$ cat src/rtl/regfile_read_arbiter_if.sv
// Handshake bundle between the read clients, the shared register-file read
// port and the arbiter. The arbiter takes the slave side.
interface regfile_read_arbiter_if #(
  parameter int NUM_REQ    = 4,
  parameter int DATA_WIDTH = 32,
  parameter int ADDR_WIDTH = 5
);
  logic [NUM_REQ-1:0]            req_valid;
  logic [NUM_REQ*ADDR_WIDTH-1:0] req_addr;
  logic [NUM_REQ-1:0]            req_ready;
  logic [ADDR_WIDTH-1:0]         rd_sel;
  logic [DATA_WIDTH-1:0]         rd_data;
  logic [NUM_REQ-1:0]            resp_valid;
  logic [DATA_WIDTH-1:0]         resp_data;
  logic [NUM_REQ-1:0]            resp_ready;
  logic                          busy;

  modport slave (
    input  req_valid, req_addr, rd_data, resp_ready,
    output req_ready, rd_sel, resp_valid, resp_data, busy
  );

  modport master (
    output req_valid, req_addr, rd_data, resp_ready,
    input  req_ready, rd_sel, resp_valid, resp_data, busy
  );
endinterface

$ cat src/rtl/regfile_read_arbiter.sv
// Round-robin arbiter for the single register-file read port: one read in
// flight, registered mux select, registered response data.

module regfile_read_arbiter_lane #(
  parameter int PTR_W = 2,
  parameter int IDX   = 0
) (
  input  logic [PTR_W-1:0] ptr,
  input  logic             req_valid,
  input  logic             in_resp,
  input  logic [PTR_W-1:0] owner,
  output logic             upper_req,
  output logic             resp_valid
);
  localparam logic [PTR_W-1:0] IDX_L = PTR_W'(IDX);

  // Lanes at or above the pointer win before lanes that wrapped around.
  assign upper_req  = req_valid && (IDX_L >= ptr);
  assign resp_valid = in_resp && (owner == IDX_L);
endmodule

module regfile_read_arbiter #(
  parameter int NUM_REQ    = 4,
  parameter int DATA_WIDTH = 32,
  parameter int ADDR_WIDTH = 5
) (
  input  logic                    clock,
  input  logic                    reset,
  regfile_read_arbiter_if.slave   bus
);
  localparam int PTR_W = (NUM_REQ > 1) ? $clog2(NUM_REQ) : 1;
  localparam logic [PTR_W-1:0] LAST = PTR_W'(NUM_REQ - 1);

  localparam logic [1:0] IDLE  = 2'd0;
  localparam logic [1:0] ISSUE = 2'd1;
  localparam logic [1:0] RESP  = 2'd2;

  logic [1:0]            state_q, state_d;
  logic [PTR_W-1:0]      ptr_q, ptr_d;
  logic [PTR_W-1:0]      owner_q, owner_d;
  logic [ADDR_WIDTH-1:0] rd_sel_q, rd_sel_d;
  logic [DATA_WIDTH-1:0] resp_data_q, resp_data_d;

  logic [NUM_REQ-1:0]    upper_req;
  logic [NUM_REQ-1:0]    lane_resp;
  logic [NUM_REQ-1:0]    req_ready_c;
  logic                  upper_hit, any_hit, gnt_vld, accept, owner_ready;
  logic [PTR_W-1:0]      upper_idx, any_idx, gnt_idx;
  logic [ADDR_WIDTH-1:0] gnt_addr;

  for (genvar i = 0; i < NUM_REQ; i++) begin : g_lane
    regfile_read_arbiter_lane #(
      .PTR_W (PTR_W),
      .IDX   (i)
    ) u_lane (
      .ptr        (ptr_q),
      .req_valid  (bus.req_valid[i]),
      .in_resp    (state_q == RESP),
      .owner      (owner_q),
      .upper_req  (upper_req[i]),
      .resp_valid (lane_resp[i])
    );
  end

  // Lowest set index wins in each half; the upper half has priority.
  always_comb begin
    upper_hit = 1'b0;
    any_hit   = 1'b0;
    upper_idx = '0;
    any_idx   = '0;
    for (int i = NUM_REQ - 1; i >= 0; i--) begin
      if (upper_req[i]) begin
        upper_hit = 1'b1;
        upper_idx = PTR_W'(i);
      end
      if (bus.req_valid[i]) begin
        any_hit = 1'b1;
        any_idx = PTR_W'(i);
      end
    end
    gnt_idx = upper_hit ? upper_idx : any_idx;
    gnt_vld = any_hit && (state_q == IDLE) && !reset;
  end

  always_comb begin
    req_ready_c = '0;
    gnt_addr    = '0;
    owner_ready = 1'b0;
    for (int i = 0; i < NUM_REQ; i++) begin
      req_ready_c[i] = gnt_vld && (gnt_idx == PTR_W'(i));
      if (gnt_idx == PTR_W'(i))
        gnt_addr = bus.req_addr[i*ADDR_WIDTH +: ADDR_WIDTH];
      if (owner_q == PTR_W'(i))
        owner_ready = bus.resp_ready[i];
    end
  end

  assign accept = |(req_ready_c & bus.req_valid);

  always_comb begin
    state_d     = state_q;
    ptr_d       = ptr_q;
    owner_d     = owner_q;
    rd_sel_d    = rd_sel_q;
    resp_data_d = resp_data_q;
    case (state_q)
      IDLE: begin
        if (accept) begin
          rd_sel_d = gnt_addr;
          owner_d  = gnt_idx;
          ptr_d    = (gnt_idx == LAST) ? '0 : gnt_idx + PTR_W'(1);
          state_d  = ISSUE;
        end
      end
      // rd_sel has been stable for a full cycle, so the mux output is settled.
      ISSUE: begin
        resp_data_d = bus.rd_data;
        state_d     = RESP;
      end
      RESP: begin
        if (owner_ready) state_d = IDLE;
      end
      default: state_d = IDLE;
    endcase
  end

  always_ff @(posedge clock) begin
    if (reset) begin
      state_q     <= IDLE;
      ptr_q       <= '0;
      owner_q     <= '0;
      rd_sel_q    <= '0;
      resp_data_q <= '0;
    end else begin
      state_q     <= state_d;
      ptr_q       <= ptr_d;
      owner_q     <= owner_d;
      rd_sel_q    <= rd_sel_d;
      resp_data_q <= resp_data_d;
    end
  end

  assign bus.req_ready  = req_ready_c;
  assign bus.resp_valid = reset ? '0 : lane_resp;
  assign bus.rd_sel     = rd_sel_q;
  assign bus.resp_data  = resp_data_q;
  assign bus.busy       = (state_q != IDLE);
endmodule

$ cat src/flat_wrapper.sv
// flat-port wrapper written by rule: the top's interface ports become plain ports
module regfile_read_arbiter_flat 
#(
  parameter int NUM_REQ    = 4,
  parameter int DATA_WIDTH = 32,
  parameter int ADDR_WIDTH = 5
)
  (clock, reset, bus_req_valid, bus_req_addr, bus_rd_data, bus_resp_ready, bus_req_ready, bus_rd_sel, bus_resp_valid, bus_resp_data, bus_busy);
  regfile_read_arbiter_if #(.NUM_REQ(NUM_REQ), .DATA_WIDTH(DATA_WIDTH), .ADDR_WIDTH(ADDR_WIDTH)) bus_i ();
  input  logic clock;
  input  logic reset;
  input wire logic [$bits(bus_i.req_valid)-1:0] bus_req_valid;
  input wire logic [$bits(bus_i.req_addr)-1:0] bus_req_addr;
  input wire logic [$bits(bus_i.rd_data)-1:0] bus_rd_data;
  input wire logic [$bits(bus_i.resp_ready)-1:0] bus_resp_ready;
  output wire logic [$bits(bus_i.req_ready)-1:0] bus_req_ready;
  output wire logic [$bits(bus_i.rd_sel)-1:0] bus_rd_sel;
  output wire logic [$bits(bus_i.resp_valid)-1:0] bus_resp_valid;
  output wire logic [$bits(bus_i.resp_data)-1:0] bus_resp_data;
  output wire logic [$bits(bus_i.busy)-1:0] bus_busy;
  assign bus_i.req_valid = bus_req_valid;
  assign bus_i.req_addr = bus_req_addr;
  assign bus_i.rd_data = bus_rd_data;
  assign bus_i.resp_ready = bus_resp_ready;
  assign bus_req_ready = bus_i.req_ready;
  assign bus_rd_sel = bus_i.rd_sel;
  assign bus_resp_valid = bus_i.resp_valid;
  assign bus_resp_data = bus_i.resp_data;
  assign bus_busy = bus_i.busy;
  regfile_read_arbiter #(.NUM_REQ(NUM_REQ), .DATA_WIDTH(DATA_WIDTH), .ADDR_WIDTH(ADDR_WIDTH)) u_core (.clock(clock), .reset(reset), .bus(bus_i));
endmodule
$ cat config.mk
export PLATFORM = sky130hd
export DESIGN_NAME = regfile_read_arbiter_flat
export DESIGN_NICKNAME = d
export VERILOG_FILES = /design/src/rtl/regfile_read_arbiter_if.sv /design/src/rtl/regfile_read_arbiter.sv /design/src/flat_wrapper.sv
export SDC_FILE = /design/constraint.sdc
export NUM_CORES = 1
export LEC_CHECK = 0
export CAP_MARGIN = 20
export CELL_PAD_IN_SITES_DETAIL_PLACEMENT = 0
export CELL_PAD_IN_SITES_GLOBAL_PLACEMENT = 2
export CORE_ASPECT_RATIO = 1.2
export CORE_MARGIN = 1
export CORE_UTILIZATION = 21
export CTS_CLUSTER_SIZE = 25
export DETAILED_ROUTE_END_ITERATION = 8
export PLACE_DENSITY_LB_ADDON = 0.1
export SLEW_MARGIN = 20
export SYNTH_ARGS = -nofsm -noshare
export SYNTH_HDL_FRONTEND = slang
export SYNTH_HIERARCHICAL = 1
export SYNTH_SLANG_ARGS = --single-unit
$ cat constraint.sdc
create_clock -name clock -period 4.92 [get_ports clock]
set_input_delay 0.984 -clock clock [delete_from_list [all_inputs] [get_ports clock]]
set_output_delay 0.984 -clock clock [all_outputs]
set_load 0.03 [all_outputs]
==> run metrics, run 1 <==
Fillers 944; Final Max Slew Viols 0; DR DRC count 0; Fmax 220.2 MHz; VDD IR-drop max 0.0001237 V; Clock Sinks 43; Overflow after GRT 0; crit path max fanout 5; IO Pins 108; Fin. Hold Viols 0; area share of the largest cell type after synthesis 0.4453; Inserted Diodes 0; Slew @ Worst Pin 0.4553 ns; final setup vio count 0; post-DP HPWL 4.378 mm; Power Density 311.0 nW/um2; setup slack, reg-to-reg 2.21 ns; Critical Path AT 3.56 ns; register bit count reported by yosys 43; Die W 89.59 um; area grow syn2layout 64.92%; Clock Tree Buf Depth 2; Clock Skew 0.01217 ns; Sw Share 0.3490; 1st-iter DRT viols 49; Root Driver clkbuf_8; Critical Path Most Common Cell clkdlybuf4s50_1; Logic pwr share 0.368; CTS tree done; Vias/cell 4.262; Worst R2R Path Depth 10; clk slew on worst S/H paths 0.07 ns; number of global-route vias before repair 1882; die area 9595 um2; final WL 6.090 mm; final worst path period need 4.541 ns; reg2reg end u_core/owner_q[1]$_SDFFE_PP0P_; Internal Dissipation 645.4 uW; Yosys cell types 36; core area 8986 um2; first-pass GRT wire length 9.356 mm; ANT nets after route 0; Avg WL per Cell 13.18 um; Final nets 407; Setup crit start kind input pin; outcome complete, no violations; Clock Power Share 0.224; Sequential Power Share 0.408; Hold Crit Depth 2; max_cap viols 0; post-CTS sizing 0; postcts setup bufs 0; Starting Density 0.2151; Synth warnings 6; Hold Path Class register to register; largest cells by area after synthesis dfxtp_1 45%, nand2_1 14%, a21oi_1 11%, nor2b_1 3.2%, ha_1 2.6%; CP Class input pin to output port; hold_buf cts 0; Yosys top cell by area dfxtp_1; worst skew pair latency 0.29 ns; Die H 107.1 um; post-route setup TNS 0 ns; post-synthesis cell count 239; slowest cell delay on critical path 0.66 ns; Placed Cells 454; crit end category output port; CP Capture Point bus_req_ready[2]; Design Power 991.4 uW; crit path launch bus_req_valid[2]; IO buf count 107; level count of the clock H-tree 2; switching power 346.1 uW; reg-to-reg critical path startpoint u_core/ptr_q[1]$_SDFFE_PP0P_; drt pass-1 iters 4; vias 1969; slew margin rel. 0.6926; num rows 38; largest net degree at the start of global routing 34; Seq/Total Area, Yosys 0.4453; RSZ-0062 raised after global routing no; Slowest-stage cell, CP clkdlybuf4s50_1; WP data required 3.94 ns; initial antenna violation count 0; CTS Buf Count 5; final period utilization 0.9229; worst-path cell chain clkdlybuf4s50_1 -> a21boi_1 -> nor2_1 -> a21oi_1 -> nand2_1 -> inv_1 -> ha_1 -> and3_2 -> clkdlybuf4s50_1; GPL Wtd Cong 0.6919; Mapped Avg Cell Area 8.088 um2; Cell Area, Synth 1933 um2; final cell count without fillers 462; Total GRT Usage 0.1283; Static Leakage 0.001139 uW; layout cells sized above 1 0.07895; post-synthesis net count 305
[metal layers]
metal,vias up,global-route usage,share of wire
met1,897,0.1443,0.41
li1,1013,-,-
met5,-,0,0
met4,0,0.04422,0.013
met2,55,0.2316,0.52
met3,4,0.02848,0.053
[per-stage QoR]
stage	setup slack [ns]	area, um2	hold slack [ns]	util
2_1_floorplan	1.752	1933	0.4608	-
3_3_place_gp	0.4372	3103	0.4415	0.3453
3_5_place_dp	0.3722	3103	0.4458	0.3453
4_1_cts	0.3784	3188	0.4567	0.3548
5_1_grt	0.1329	3188	0.4746	0.3548
6_report	0.3793	3188	0.4548	0.3548
[how the worst min path moves through the flow]
stage	from	to	slack [ns]
after global routing	u_core/bus.rd_sel[2]$_SDFFE_PP0P_	u_core/bus.rd_sel[2]$_SDFFE_PP0P_	0.47
final	u_core/bus.rd_sel[4]$_SDFFE_PP0P_	u_core/bus.rd_sel[4]$_SDFFE_PP0P_	0.45
after detailed placement	u_core/bus.rd_sel[4]$_SDFFE_PP0P_	u_core/bus.rd_sel[4]$_SDFFE_PP0P_	0.45
after CTS	u_core/bus.rd_sel[4]$_SDFFE_PP0P_	u_core/bus.rd_sel[4]$_SDFFE_PP0P_	0.46
after floorplan	u_core/ptr_q[0]$_SDFFE_PP0P_	u_core/ptr_q[0]$_SDFFE_PP0P_	0.46
after global placement	u_core/bus.resp_data[15]$_SDFFE_PP0N_	u_core/bus.resp_data[15]$_SDFFE_PP0N_	0.44
[critical path, delay by kind of cell]
| kind | cells | cell delay (ns) |
|---|---|---|
| AO/OA/AOI/OAI | 2 | 0.61 |
| adder cells (fa/ha/maj) | 1 | 0.21 |
| buffers and inverters | 3 | 1.32 |
| AND/OR/NAND/NOR | 3 | 0.42 |
[state kept, by name, summed over array words and instances, names as in the netlist]
name / flops
u_core/owner_q: 2
u_core/ptr_q: 2
u_core/state_q: 2
u_core/bus.resp_data: 32
u_core/bus.rd_sel: 5
[area by class of cell]
cell class / instances / area (um2) / area share
Clock buffer: 6 / 72.57 / 0.02276
Clock inverter: 2 / 12.51 / 0.003925
Inverter: 4 / 15.01 / 0.004710
Multi-Input combinational cell: 177 / 988.4 / 0.3100
Sequential cell: 43 / 860.8 / 0.2700
Tap cell: 120 / 150.1 / 0.04710
Timing Repair Buffer: 110 / 1089 / 0.3414
[synthesized netlist by cell type, drive strengths merged]
cell and count:
o31ai 1, or2 1, a21oi 42, nor2 5, nand4 1, o211ai 1
a22oi 5, o311ai 1, and3b 2, nor2b 10, o21ba 1, nor3b 2
inv 4, nand2b 3, buf 2, a211o 5, o21ai 1, a22o 2
dfxtp 43, and3 5, clkbuf 13, a211oi 1, or4 1, ha 4
and2 1, a21boi 1, nand2 72, mux4 1, o22ai 5, nor3 3
[kinds of logic after synthesis]
family / count (synthesis) / synth area share
buffers and inverters: 19 / 0.04466
adder cells (fa/ha/maj): 4 / 0.02589
flip-flops: 43 / 0.4453
AO/OA/AOI/OAI: 66 / 0.2136
AND/OR/NAND/NOR: 106 / 0.2589
multiplexers: 1 / 0.01165
[cell usage in the layout (no fill, tap or decap), drive strengths merged, types with 6 or more instances in the layout]
master	Yosys	final
nand2	72	72
dfxtp	43	43
a21oi	42	42
clkdlybuf4s50	0	106
clkbuf	13	6
nor2b	10	10
[power groups by stage]
stage	combinational (uW)	clock [uW]	sequential, uW
floorplan	155	0	469
global placement	371	0	412
detailed placement	372	0	414
CTS	373	238	405
global route	398	252	411
finish	364	222	405
Power figures use the tool's default switching activity.
==> inputs of run 2 (changes only) <==
--- a/config.mk
+++ b/config.mk
@@ -5,12 +5,12 @@
 export SDC_FILE = /design/constraint.sdc
 export NUM_CORES = 1
 export LEC_CHECK = 0
+export ABC_AREA = 1
 export CAP_MARGIN = 20
-export CELL_PAD_IN_SITES_DETAIL_PLACEMENT = 0
-export CELL_PAD_IN_SITES_GLOBAL_PLACEMENT = 2
+export CELL_PAD_IN_SITES_DETAIL_PLACEMENT = 1
+export CELL_PAD_IN_SITES_GLOBAL_PLACEMENT = 1
 export CORE_ASPECT_RATIO = 1.2
-export CORE_MARGIN = 1
-export CORE_UTILIZATION = 21
+export CORE_UTILIZATION = 28
 export CTS_CLUSTER_SIZE = 25
 export DETAILED_ROUTE_END_ITERATION = 8
 export PLACE_DENSITY_LB_ADDON = 0.1
==> run 2 against run 1 <==
Against the previous run:
- flip-flop and latch count unchanged
- critical path type unchanged
- clock power up 20%
- setup slack worse by 0.14 ns
- utilization up 11 points
- power up 50%
- routed wire length up 5.0%
- critical path depth up 1
- combinational power up 100%
- design area up 3.9%
- worst hold slack better by 0.036 ns
- critical endpoint unchanged
==> run metrics, run 2 <==
vias 2279; WP data required 3.94 ns; register bit count reported by yosys 43; Yosys cell types 23; Power Density 448.7 nW/um2; count leader, synth nor2_1; Die W 80.53 um; Final Max Slew Viols 0; hold_buf cts 0; CTS tree done; Static Leakage 0.001433 uW; GPL Wtd Cong 0.7012; post-route setup TNS 0 ns; post-DP HPWL 4.706 mm; layout cells sized above 1 0.07674; switching power 609.4 uW; Root Driver clkbuf_8; WHS Endpoint u_core/bus.rd_sel[1]$_SDFFE_PP0P_; Vias/cell 4.495; core area 7189 um2; post-synthesis cell count 314; ANT nets after route 0; final period utilization 0.9524; CP Class input pin to output port; Clock Tree Buf Depth 2; post-CTS sizing 0; drt pass-1 iters 6; 1st-iter DRT viols 36; Seq/Total Area, Yosys 0.4155; slew margin rel. 0.4045; die area 7749 um2; worst skew pair latency 0.29 ns; min-delay src u_core/bus.rd_sel[1]$_SDFFE_PP0P_; Worst R2R Path Depth 12; Sequential Power Share 0.329; Clock Power Share 0.179; Fillers 923; max_cap viols 0; Inserted Diodes 0; Yosys top cell by area dfxtp_1; Slew @ Worst Pin 0.8877 ns; Logic pwr share 0.491; Avg WL per Cell 12.62 um; first-pass GRT wire length 10.33 mm; area share of the largest cell type after synthesis 0.4155; ys async rst share 0; Setup crit start kind input pin; number of global-route vias before repair 2316; top cells by count, synth 95 x nor2_1, 46 x nand2_1, 43 x dfxtp_1; most common cell after layout, fill and taps aside clkdlybuf4s50_1; IO Pins 108; IO buf count 107; initial antenna violation count 0; Hold Crit Depth 2; Total GRT Usage 0.1724; Synth warnings 6; Critical Path AT 3.70 ns; area grow syn2layout 59.84%; crit path max fanout 7; most common flop cell mapped by yosys dfxtp_1; Starting Density 0.2882; Util after Layout 0.4607; outcome complete, no violations; num rows 34; postcts setup bufs 0; Final nets 483; CTS Buf Count 5; Mapped Avg Cell Area 6.599 um2; Internal Dissipation 876.7 uW; Clock Sinks 43; final WL 6.396 mm; DR DRC count 0; final setup vio count 0; crit end category output port; max reg flops 32; RSZ-0062 raised after global routing no; clk slew on worst S/H paths 0.08 ns; largest cells by area after synthesis dfxtp_1 42%, nor2_1 17%, o21ai_0 9.9%, nand2_1 8.3%, inv_1 5.1%; Fin. Hold Viols 0; VDD IR-drop max 0.0001839 V; setup slack, reg-to-reg 2.36 ns; most frequent cells in the layout 107 x clkdlybuf4s50_1, 94 x nor2_1, 46 x nand2_1; Overflow after GRT 0; Sw Share 0.4101; Hold Path Class register to register; post-synthesis net count 380; final worst path period need 4.686 ns; level count of the clock H-tree 2; largest net degree at the start of global routing 43; reg2reg end u_core/bus.rd_sel[0]$_SDFFE_PP0P_; Clock Skew 0.006679 ns; Cell Area, Synth 2072 um2; Post-synth EDFFs 0; reg-to-reg critical path startpoint u_core/ptr_q[1]$_SDFFE_PP0P_; Fmax 213.4 MHz; Die H 96.23 um
[run 2: changes by cell type in the layout (fill, tap and decap cells not counted), moves of 9 or more]
| cell | before | now |
|---|---|---|
| nor2_1 | 5 | 94 |
| o21ai_0 | 1 | 41 |
| a21oi_1 | 41 | 11 |
| nand2_1 | 72 | 46 |
| inv_1 | 3 | 27 |
| nor2_2 | 0 | 10 |
| nor2b_1 | 9 | 0 |
[run 2: kinds of logic (layout without fill, tap and decap cells)]
kind of cell | after synthesis | after routing | synth area share
fa+ha+maj | 4 | 4 | 0.02416
flops | 43 | 43 | 0.4155
compound gates | 57 | 57 | 0.1395
buf+inv | 45 | 148 | 0.08877
simple gates | 165 | 165 | 0.3321
[run 2: area by class of cell]
type / count / area (um2) / area share
timing repair buffer: 109 / 1086 / 0.3279
tap: 90 / 112.6 / 0.03400
clock buffer: 6 / 72.57 / 0.02191
multi-input combinational: 226 / 1030 / 0.3109
inverter: 32 / 120.1 / 0.03627
sequential: 43 / 860.8 / 0.2599
clock inverter: 1 / 30.03 / 0.009067
[run 2: how the worst max path moves through the flow]
stage	endpoint	start	slack (ns)
3_5_place_dp	bus_req_ready[2]	bus_req_valid[2]	0.25
3_3_place_gp	bus_req_ready[2]	bus_req_valid[2]	0.34
2_1_floorplan	bus_req_ready[3]	bus_req_valid[3]	1.44
4_1_cts	bus_req_ready[2]	bus_req_valid[2]	0.23
6_report	bus_req_ready[2]	bus_req_valid[2]	0.23
5_1_grt	bus_req_ready[2]	bus_req_valid[2]	0.03
[run 2: per-stage QoR]
step           area [um2]  hold WS (ns)  total power, uW  std cells  setup WS, ns
3_5_place_dp         3209        0.4795             1237        500        0.2486
4_1_cts              3312        0.4967             1513        507        0.2271
6_report             3312        0.4911             1486        507        0.2344
2_1_floorplan        2072        0.5161            937.7        314         1.435
5_1_grt              3312        0.5506             1603        507       0.03281
3_3_place_gp         3209        0.4623             1225        500        0.3395
[run 2: power groups by stage]
stage / Clock [uW] / Sequential, uW / Combinational, uW
2_1_floorplan: 0 / 644 / 293
3_3_place_gp: 0 / 494 / 730
3_5_place_dp: 0 / 497 / 740
4_1_cts: 279 / 491 / 743
5_1_grt: 292 / 504 / 807
6_report: 266 / 490 / 730
[run 2: routing by layer]
layer  wire (um)  GRT usage  vias to the layer above
met3         551    0.05687                        7
met4         110    0.05952                        0
met2        3122     0.3143                       74
met1        2611     0.1843                     1025
met5           0          0                        -
li1            -          -                     1173
[run 2: worst max-delay path, stage by stage]
cell             delay [ns]
clkdlybuf4s50_1        0.53
inv_1                  0.07
a21oi_2                0.12
or2_1                  0.14
a21oi_1                0.05
nor3_1                 0.44
ha_1                   0.41
inv_1                  0.17
nor2_1                 0.12
clkdlybuf4s50_1        0.67
==> inputs of run 3 (changes only) <==
==> constraint.sdc (replaced) <==
create_clock -name clock -period 4.92 [get_ports clock]
set_input_delay 0.984 -clock clock [delete_from_list [all_inputs] [get_ports clock]]
set_output_delay 0.984 -clock clock [all_outputs]
set_load 0.05 [all_outputs]
==> run 3 against run 2 <==
Against the previous run:
- power rose by 7.9%
- critical path depth is 3 higher
- sequential share of layout area decreased by 0.12 points
- fmax increased by 0.33%
- cell count grew 0.39%
- combinational power rose by 20%
- clock power shrank 11%
- register-to-register slack improved by 0.12 ns
- highest routed layer unchanged
==> run metrics, run 3 (synthesis gave the netlist of run 2 again) <==
WP data required 3.94 ns; Hold Path Class register to register; Sequential Power Share 0.306; sequential cell area 860.8 um2; DR DRC count 0; hold_buf cts 0; min-delay src u_core/bus.rd_sel[1]$_SDFFE_PP0P_; Clock Power Share 0.148; Logic pwr share 0.546; Clock Sinks 43; max_cap viols 0; ANT nets after route 0; Design Power 1603 uW; Buf/Inv on CP 5; Slowest-stage cell, CP clkdlybuf4s50_1; Overflow after GRT 0; Die H 96.23 um; area grow syn2layout 60.57%; setup ws final 0.2496 ns; reg2reg end u_core/bus.rd_sel[3]$_SDFFE_PP0P_; Die W 80.53 um; postcts setup bufs 0; final period utilization 0.9493; drt pass-1 iters 5; Worst R2R Path Depth 13; Static Leakage 0.001448 uW; switching power 749.8 uW; Multi-input gate area 1030 um2; slowest cell delay on critical path 0.80 ns; Internal Dissipation 852.8 uW; Avg WL per Cell 12.67 um; Fmax 214.1 MHz; most frequent cells in the layout 105 x clkdlybuf4s50_1, 94 x nor2_1, 46 x nand2_1; clk slew on worst S/H paths 0.08 ns; Clock Tree Buf Depth 2; die area 7749 um2; Clock Skew 0.009568 ns; reg-to-reg critical path startpoint u_core/ptr_q[1]$_SDFFE_PP0P_; Inserted Diodes 0; CP top delay family buffers and inverters; CP Class input pin to output port; Critical Path Most Common Cell inv_1; RSZ-0062 raised after global routing no; post-route setup TNS 0 ns; Slew @ Worst Pin 0.6657 ns; final setup vio count 0; vias 2333; slew margin rel. 0.5555; layout cells sized above 1 0.08592; IO Pins 108; post-CTS sizing 0; worst-path cell chain clkdlybuf4s50_1 -> inv_1 -> a21oi_2 -> or2_1 -> nor2_1 -> nand2_1 -> o21ai_1 -> nand2_1 -> inv_1 -> ha_1 -> inv_1 -> nor2_1 -> clkdlybuf4s50_1; outcome complete, no violations; 1st-iter DRT viols 60; initial antenna violation count 0; Critical Path AT 3.69 ns; Setup crit start kind input pin; Fillers 907; Fin. Hold Viols 0; WHS Endpoint u_core/bus.rd_sel[1]$_SDFFE_PP0P_; GPL Wtd Cong 0.7079; crit path max fanout 8; Sw Share 0.4679; crit end category output port; setup slack, reg-to-reg 2.48 ns; CTS Buf Count 5; most common cell after layout, fill and taps aside clkdlybuf4s50_1; worst skew pair latency 0.30 ns; Final nets 484; Hold Crit Depth 2; core area 7189 um2; number of global-route vias before repair 2281; max reg flops 32; Power Density 481.7 nW/um2; pre-CTS WS 0.2264 ns; VDD IR-drop max 0.0002010 V; Total GRT Usage 0.1728; final WL 6.451 mm; post-DP HPWL 4.736 mm; largest net degree at the start of global routing 43; level count of the clock H-tree 2; IO buf count 107; first-pass GRT wire length 10.41 mm; Vias/cell 4.583; num rows 34; Root Driver clkbuf_8; Starting Density 0.2882; final worst path period need 4.670 ns; CTS tree done; Final Max Slew Viols 0
-- run 3: cell count changes in the layout (fill, tap and decap cells not counted), sizes merged --
cell           change
buf                +3
bufinv             -1
clkbuf             +1
clkdlybuf4s50      -2
inv                +1
-- run 3: metal layers --
layer  GRT usage  vias to the layer above  part of all wire
met2      0.3121                       71              0.48
met4     0.05357                        0             0.013
met3     0.05687                        8             0.084
met1      0.1897                     1078              0.42
li1            -                     1176                 -
met5           0                        -                 0
-- run 3: worst max-delay path by stage --
stage | startpoint | endpoint | slack [ns] | cells after the start
after detailed placement | bus_req_valid[2] | bus_req_ready[1] | 0.23 | 13
after floorplan | bus_req_valid[3] | bus_req_ready[3] | 1.19 | 10
after global routing | bus_req_valid[2] | bus_req_ready[1] | 0.02 | 13
after global placement | bus_req_valid[2] | bus_req_ready[1] | 0.34 | 13
final | bus_req_valid[2] | bus_req_ready[1] | 0.25 | 13
after CTS | bus_req_valid[2] | bus_req_ready[1] | 0.22 | 13
-- run 3: power by group through the flow --
stage               Sequential, uW  Clock (uW)  Combinational [uW]
floorplan                      760           0                 308
global placement               495           0                 859
detailed placement             498           0                 884
CTS                            492         249                 887
global route                   503         262                 949
finish                         490         237                 876
-- run 3: tightest hold or removal path: stages (launching register included) --
cell     delay, ns
dfxtp_1       0.33
nor2_1        0.04
nor2_1        0.08
-- run 3: stage by stage --
stage	std cells	area (um2)	hold WS, ns	util
global route	509	3327	0.5148	0.4628
floorplan	314	2072	0.5161	-
CTS	509	3327	0.4905	0.4628
detailed placement	501	3232	0.4738	0.4495
global placement	500	3204	0.4630	0.4457
finish	509	3327	0.4864	0.4628
-- run 3: layout make-up --
class / instances / share of cell area
inverter: 32 / 0.03610
timing repair buffer: 110 / 0.3332
clock buffer: 7 / 0.02595
sequential: 43 / 0.2587
clock inverter: 1 / 0.002633
tap: 90 / 0.03385
multi-input combinational: 226 / 0.3095
